`src/rtl/rep_seq_pkg.sv`:
```
// Shared encodings and the operand-size step helper for the x86 string-op
// iteration sequencer.
package rep_seq_pkg;

  typedef enum logic [1:0] {
    REP_NONE = 2'b00,
    REP_E    = 2'b01,
    REP_NE   = 2'b10
  } rep_e;

  typedef enum logic [1:0] {
    ST_IDLE = 2'b00,
    ST_RUN  = 2'b01,
    ST_SKIP = 2'b10
  } state_e;

  // Opsize 11 is treated as dword.
  function automatic logic [2:0] op_step(input logic [1:0] opsize);
    logic [2:0] step;
    case (opsize)
      2'b00:   step = 3'd1;
      2'b01:   step = 3'd2;
      default: step = 3'd4;
    endcase
    return step;
  endfunction

endpackage

```
`src/rtl/rep_addr_step.sv`:
```
// Next-address computation for one string pointer (ESI or EDI).
// Wraps modulo 2^ADDR_W in either direction.
module rep_addr_step
  import rep_seq_pkg::*;
#(
  parameter int ADDR_W = 32
) (
  input  logic [ADDR_W-1:0] cur,
  input  logic [1:0]        opsize,
  input  logic              df,
  output logic [ADDR_W-1:0] nxt
);

  logic [ADDR_W-1:0] w_step;

  assign w_step = {{(ADDR_W-3){1'b0}}, op_step(opsize)};

  // Increment or decrement by the element size.
  always_comb begin
    nxt = cur;
    if (df) begin
      nxt = cur - w_step;
    end else begin
      nxt = cur + w_step;
    end
  end

endmodule

```
`src/rtl/rep_string_sequencer.sv`:
```
// Iteration controller for MOVS/STOS/LODS/CMPS/SCAS with optional REP prefix:
// accepts one decoded instruction and emits one ALU/writeback beat per iteration.
module rep_string_sequencer
  import rep_seq_pkg::*;
#(
  parameter int ADDR_W = 32,
  parameter int CNT_W  = 32
) (
  input  logic              clk,
  input  logic              reset,
  input  logic              flush,
  input  logic              in_valid,
  output logic              in_ready,
  input  logic [1:0]        in_rep,
  input  logic              in_cmp,
  input  logic [1:0]        in_opsize,
  input  logic              in_df,
  input  logic [CNT_W-1:0]  in_ecx,
  input  logic [ADDR_W-1:0] in_esi,
  input  logic [ADDR_W-1:0] in_edi,
  output logic              it_valid,
  input  logic              it_ready,
  output logic [ADDR_W-1:0] it_esi,
  output logic [ADDR_W-1:0] it_edi,
  output logic [ADDR_W-1:0] it_esi_next,
  output logic [ADDR_W-1:0] it_edi_next,
  output logic [CNT_W-1:0]  it_ecx,
  output logic              it_skip,
  input  logic              it_zf,
  output logic              it_last,
  output logic              busy
);

  localparam logic [CNT_W-1:0] CNT_ZERO = {CNT_W{1'b0}};
  localparam logic [CNT_W-1:0] CNT_ONE  = {{(CNT_W-1){1'b0}}, 1'b1};

  state_e            r_state;
  state_e            w_state_nxt;
  logic [ADDR_W-1:0] r_esi;
  logic [ADDR_W-1:0] r_edi;
  logic [CNT_W-1:0]  r_ecx;
  logic [1:0]        r_opsize;
  logic              r_df;
  rep_e              r_rep;
  logic              r_cmp;

  rep_e              w_in_rep;
  logic              w_accept;
  logic              w_beat_done;
  logic              w_cnt_last;
  logic              w_zf_stop;
  logic [ADDR_W-1:0] w_esi_step;
  logic [ADDR_W-1:0] w_edi_step;
  logic [CNT_W-1:0]  w_ecx_after;

  rep_addr_step #(.ADDR_W(ADDR_W)) u_esi_step (
    .cur(r_esi), .opsize(r_opsize), .df(r_df), .nxt(w_esi_step)
  );

  rep_addr_step #(.ADDR_W(ADDR_W)) u_edi_step (
    .cur(r_edi), .opsize(r_opsize), .df(r_df), .nxt(w_edi_step)
  );

  // The reserved prefix encoding behaves as no prefix.
  assign w_in_rep    = (in_rep == 2'b11) ? REP_NONE : rep_e'(in_rep);
  assign in_ready    = (r_state == ST_IDLE) & ~flush;
  assign w_accept    = in_valid & in_ready;
  assign w_beat_done = it_valid & it_ready;
  assign busy        = (r_state != ST_IDLE);
  assign it_valid    = (r_state == ST_RUN) | (r_state == ST_SKIP);
  assign it_skip     = (r_state == ST_SKIP);
  assign it_esi      = r_esi;
  assign it_edi      = r_edi;

  assign w_ecx_after = (r_rep != REP_NONE) ? (r_ecx - CNT_ONE) : r_ecx;
  assign w_cnt_last  = (r_rep == REP_NONE) | (r_ecx == CNT_ONE);
  assign w_zf_stop   = r_cmp & (((r_rep == REP_E) & ~it_zf) | ((r_rep == REP_NE) & it_zf));

  // Beat outputs: a SKIP beat leaves pointers and counter untouched.
  always_comb begin
    it_esi_next = r_esi;
    it_edi_next = r_edi;
    it_ecx      = CNT_ZERO;
    it_last     = 1'b0;
    case (r_state)
      ST_RUN: begin
        it_esi_next = w_esi_step;
        it_edi_next = w_edi_step;
        it_ecx      = w_ecx_after;
        it_last     = w_cnt_last | w_zf_stop;
      end
      ST_SKIP: begin
        it_last = 1'b1;
      end
      default: begin
        it_last = 1'b0;
      end
    endcase
  end

  // Next-state logic; flush overrides everything.
  always_comb begin
    w_state_nxt = r_state;
    if (flush) begin
      w_state_nxt = ST_IDLE;
    end else begin
      case (r_state)
        ST_IDLE: begin
          if (w_accept) begin
            w_state_nxt = ((w_in_rep != REP_NONE) && (in_ecx == CNT_ZERO)) ? ST_SKIP : ST_RUN;
          end else begin
            w_state_nxt = ST_IDLE;
          end
        end
        ST_RUN: begin
          if (w_beat_done && it_last) begin
            w_state_nxt = ST_IDLE;
          end else begin
            w_state_nxt = ST_RUN;
          end
        end
        ST_SKIP: begin
          if (w_beat_done) begin
            w_state_nxt = ST_IDLE;
          end else begin
            w_state_nxt = ST_SKIP;
          end
        end
        default: w_state_nxt = ST_IDLE;
      endcase
    end
  end

  // State register.
  always_ff @(posedge clk or negedge reset) begin
    if (!reset) begin
      r_state <= ST_IDLE;
    end else begin
      r_state <= w_state_nxt;
    end
  end

  // Holding registers: loaded on accept, advanced on each completed RUN beat.
  always_ff @(posedge clk or negedge reset) begin
    if (!reset) begin
      r_esi    <= {ADDR_W{1'b0}};
      r_edi    <= {ADDR_W{1'b0}};
      r_ecx    <= CNT_ZERO;
      r_opsize <= 2'b00;
      r_df     <= 1'b0;
      r_rep    <= REP_NONE;
      r_cmp    <= 1'b0;
    end else if (w_accept) begin
      r_esi    <= in_esi;
      r_edi    <= in_edi;
      r_ecx    <= in_ecx;
      r_opsize <= in_opsize;
      r_df     <= in_df;
      r_rep    <= w_in_rep;
      r_cmp    <= in_cmp;
    end else if ((r_state == ST_RUN) && w_beat_done && !flush) begin
      r_esi <= w_esi_step;
      r_edi <= w_edi_step;
      r_ecx <= w_ecx_after;
    end
  end

endmodule

```
`config.mk`:
```
export PLATFORM = sky130hd
export DESIGN_NAME = rep_string_sequencer
export DESIGN_NICKNAME = d
export VERILOG_FILES = /design/src/rtl/rep_seq_pkg.sv /design/src/rtl/rep_addr_step.sv /design/src/rtl/rep_string_sequencer.sv
export SDC_FILE = /design/constraint.sdc
export NUM_CORES = 1
export LEC_CHECK = 0
export CORE_ASPECT_RATIO = 0.7
export CORE_MARGIN = 2
export CORE_UTILIZATION = 51
export CTS_BUF_LIST = sky130_fd_sc_hd__clkbuf_4
export DETAILED_ROUTE_END_ITERATION = 16
export PLACE_DENSITY = 0.84
export SLEW_MARGIN = 10
export SYNTH_ARGS = -nofsm -noshare
export SYNTH_HDL_FRONTEND = slang
export SYNTH_SLANG_ARGS = --single-unit
```
`constraint.sdc`:
```
create_clock -name clk -period 7.8 [get_ports clk]
set_input_delay 1.56 -clock clk [delete_from_list [all_inputs] [get_ports clk]]
set_output_delay 1.56 -clock clk [all_outputs]
set_load 0.02 [all_outputs]
```
==> flow_summary.toml <==
[yosys]
synth_nets = 1458
synth_edf_count = 0
synth_top_area_cell = "dfrtp_1"
ys_seq_area_share_pct = 25.84
synth_area_leaders = "dfrtp_1, ha_1, nand2_1, xnor2_1, mux2_2"
syn_inst = 1278
ys_ff_latch = 104
synth_top_area_share_pct = 25.84
synth_common_cells = "nand2_1, nor2_1, dfrtp_1"
syn_area_mm2 = 0.01007
ys.flop_type = "dfrtp_1"
yosysMostFrequentCell = "nand2_1"
synth_cell_type_count = 78
synthArstFlopShare_pct = 100.0
ys_warn_count = 0
avgSynthCellArea_um2 = 7.880

[drt]
dr.pass1.iters = 5
drc_errors = 0
drtIter0Drc = 919
drt-wirelength-per-cell_um = 18.17
wl_um = 32150
via_per_inst = 5.886
via_count = 10413
ant_nets = 0

[clocking]
cts_made_buffers = 9
clock_path_buffers = 2
holdBufCountCts = 0
clk_pin_slew_ns = 0.19
ctsResizeCount = 0
clock_latency_ns = 0.50
clkSinkCount = 104
postCtsSetupBuffers = 0
cts_root_buffer = "clkbuf_4"
cts_tree = "done"
h-tree-depth = 3

[timing]
holdWs_ns = 0.5348
tightest_slew_ns = 1.010
setup_viol = 0
fin_crit_sh_pct = 86.70
setup_ws_ns = 1.038
max_freq_ghz = 0.1479
fin_skew_ns = 0.02638
finalHoldViolCount = 0
slew_viol_final = 0
rsz0062_at_grt = "no"
relSlewSlack_pct = 32.67
tns_ns = 0
period_needed_ns = 6.762

[setup_path]
crit_arrival_ns = 5.20
crit_chain = "nor2_1 -> inv_1 -> ha_1 -> mux2_2 -> fa_1 -> a21bo_2 -> a221oi_1 -> a211oi_1 -> o21ai_1 -> a21oi_1 -> a31oi_1 -> a21oi_1 -> o31ai_1 -> xor2_1 -> mux2_2 -> clkdlybuf4s50_1"
cpPeakStageDelay_ns = 0.60
worstSetupStartpointType = "flop"
slowest_stage = "clkdlybuf4s50_1"
crit_fanout = 3
setup.worst_path.class = "flop to output port"
worstSetupEndpointType = "output port"
r2r_cells = 11
required_ns = 6.24

[final_layout]
finalNonFillerCells = 1769
fin_nets = 1680
layout-drive-gt1-share_pct = 7.580
utilization_pct = 68.18
syn2layout_area_growth_pct = 29.49
final.fill_count = 1575
postLayoutCellArea_mm2 = 0.01304

[global_routing]
first_global_vias = 9835
grt_max_degree = 89
antenna_found_initial = 1
grt_pass1_wl_um = 50850
grt.total_usage_pct = 30.44
grt_overflow = 0

[power_and_ir_drop]
power_mw = 3.142
p_seq_share_pct = 24.3
power_switching_mw = 1.482
p_leak_nw = 5.405
p_int_mw = 1.660
combPwrFrac_pct = 65.7
switching_share_pct = 47.16
ir_worst_vdd_v = 0.0001337
powerDensity_mw_per_mm2 = 240.9
clkPwrFrac_pct = 10.0

[floorplanning]
io_pins = 273
dieArea_mm2 = 0.02090
rows = 42
start_util_pct = 52.65
chipWidth_um = 172.0
fp.coreArea_mm2 = 0.01913
die_y_um = 121.6

[place]
placed_area_mm2 = 0.01290
dp_hpwl_um = 23830
gp_congestion = 0.9514
dpl.cell_count = 1753
pre_cts_slack_ns = 1.675
port_buffers = 272

[worst_hold_path]
hold_class = "flop to flop"
whs_path_depth = 2

[job]
maxCapViolations = 0

[run_status]
status = "completed"
placed cells by master (no fill, tap or decap), drive strengths merged, types with 10 or more instances in the layout:
master and n:
clkdlybuf4s50 271, nand2 202, nor2 115, dfrtp 104, a21oi 91, o21ai 78, xnor2 74, ha 70
mux2 53, xor2 46, a31oi 40, a21o 39, inv 36, and2 31, nor3 29, nand3 26
nor4 13, or3 12, nand4 11, buf 11, o21bai 10, clkbuf 10, nor2b 10
sequential cells by signal (all words and copies together), names as in the netlist:
| signal | flops |
|---|---|
| r_ecx | 32 |
| r_cmp | 1 |
| r_opsize | 2 |
| r_state | 2 |
| r_rep | 2 |
| it_esi | 32 |
| it_edi | 32 |
| r_df | 1 |
cell families after synthesis:
group,count (synthesis),share of synthesized area [%]
mux,60,6.622
flops,104,25.84
compound gates,333,21.18
simple gates,485,22.40
fa+ha+maj,72,9.094
xor+xnor,120,10.44
buf+inv,104,4.423
final timing paths:
check	slack, ns	from	endpoint
worst max-delay path	1.04	r_opsize[0]	it_edi_next[30]
worst min-delay path	0.53	r_cmp	r_cmp
worst max register to register	3.66	r_df	it_esi[30]
worst min register to register	0.53	r_cmp	r_cmp
max in group asynchronous	5.48	reset	it_esi[13]
min in group asynchronous	1.00	reset	it_edi[22]
final cells by class:
| type | instances | area, um2 | share of cell area [%] |
|---|---|---|---|
| multi-input combinational | 1070 | 7047 | 54.03 |
| timing repair buffer | 282 | 2795 | 21.43 |
| sequential | 104 | 2604 | 19.97 |
| tap | 264 | 330.3 | 2.533 |
| inverter | 33 | 123.9 | 0.9498 |
| clock buffer | 10 | 75.07 | 0.5756 |
| clock inverter | 5 | 63.81 | 0.4893 |
| antenna | 1 | 2.502 | 0.01919 |
metal layers:
layer / vias up / wire (um) / global-route usage [%]
met3: 50 / 2621 / 6.238
li1: 4970 / - / -
met5: - / 0 / 0
met2: 461 / 14320 / 48.17
met1: 4932 / 14490 / 42.47
met4: 0 / 724 / 8.403
power by group through the flow:
stage	Combinational [mW]	Sequential (mW)	Clock, mW
floorplan	1.29	0.806	0
global placement	1.99	0.768	0
detailed placement	2.02	0.772	0
CTS	2.04	0.762	0.319
global route	2.23	0.779	0.335
finish	2.06	0.765	0.314
critical path, delay by kind of cell (launching register included):
kind	cells	cell delay, ns
buffers and inverters	2	0.70
multiplexers	2	0.50
flip-flops	1	0.44
adder cells (fa/ha/maj)	2	0.74
AO/OA/AOI/OAI	8	1.85
XOR/XNOR	1	0.26
AND/OR/NAND/NOR	1	0.21
Power figures use the tool's default switching activity.
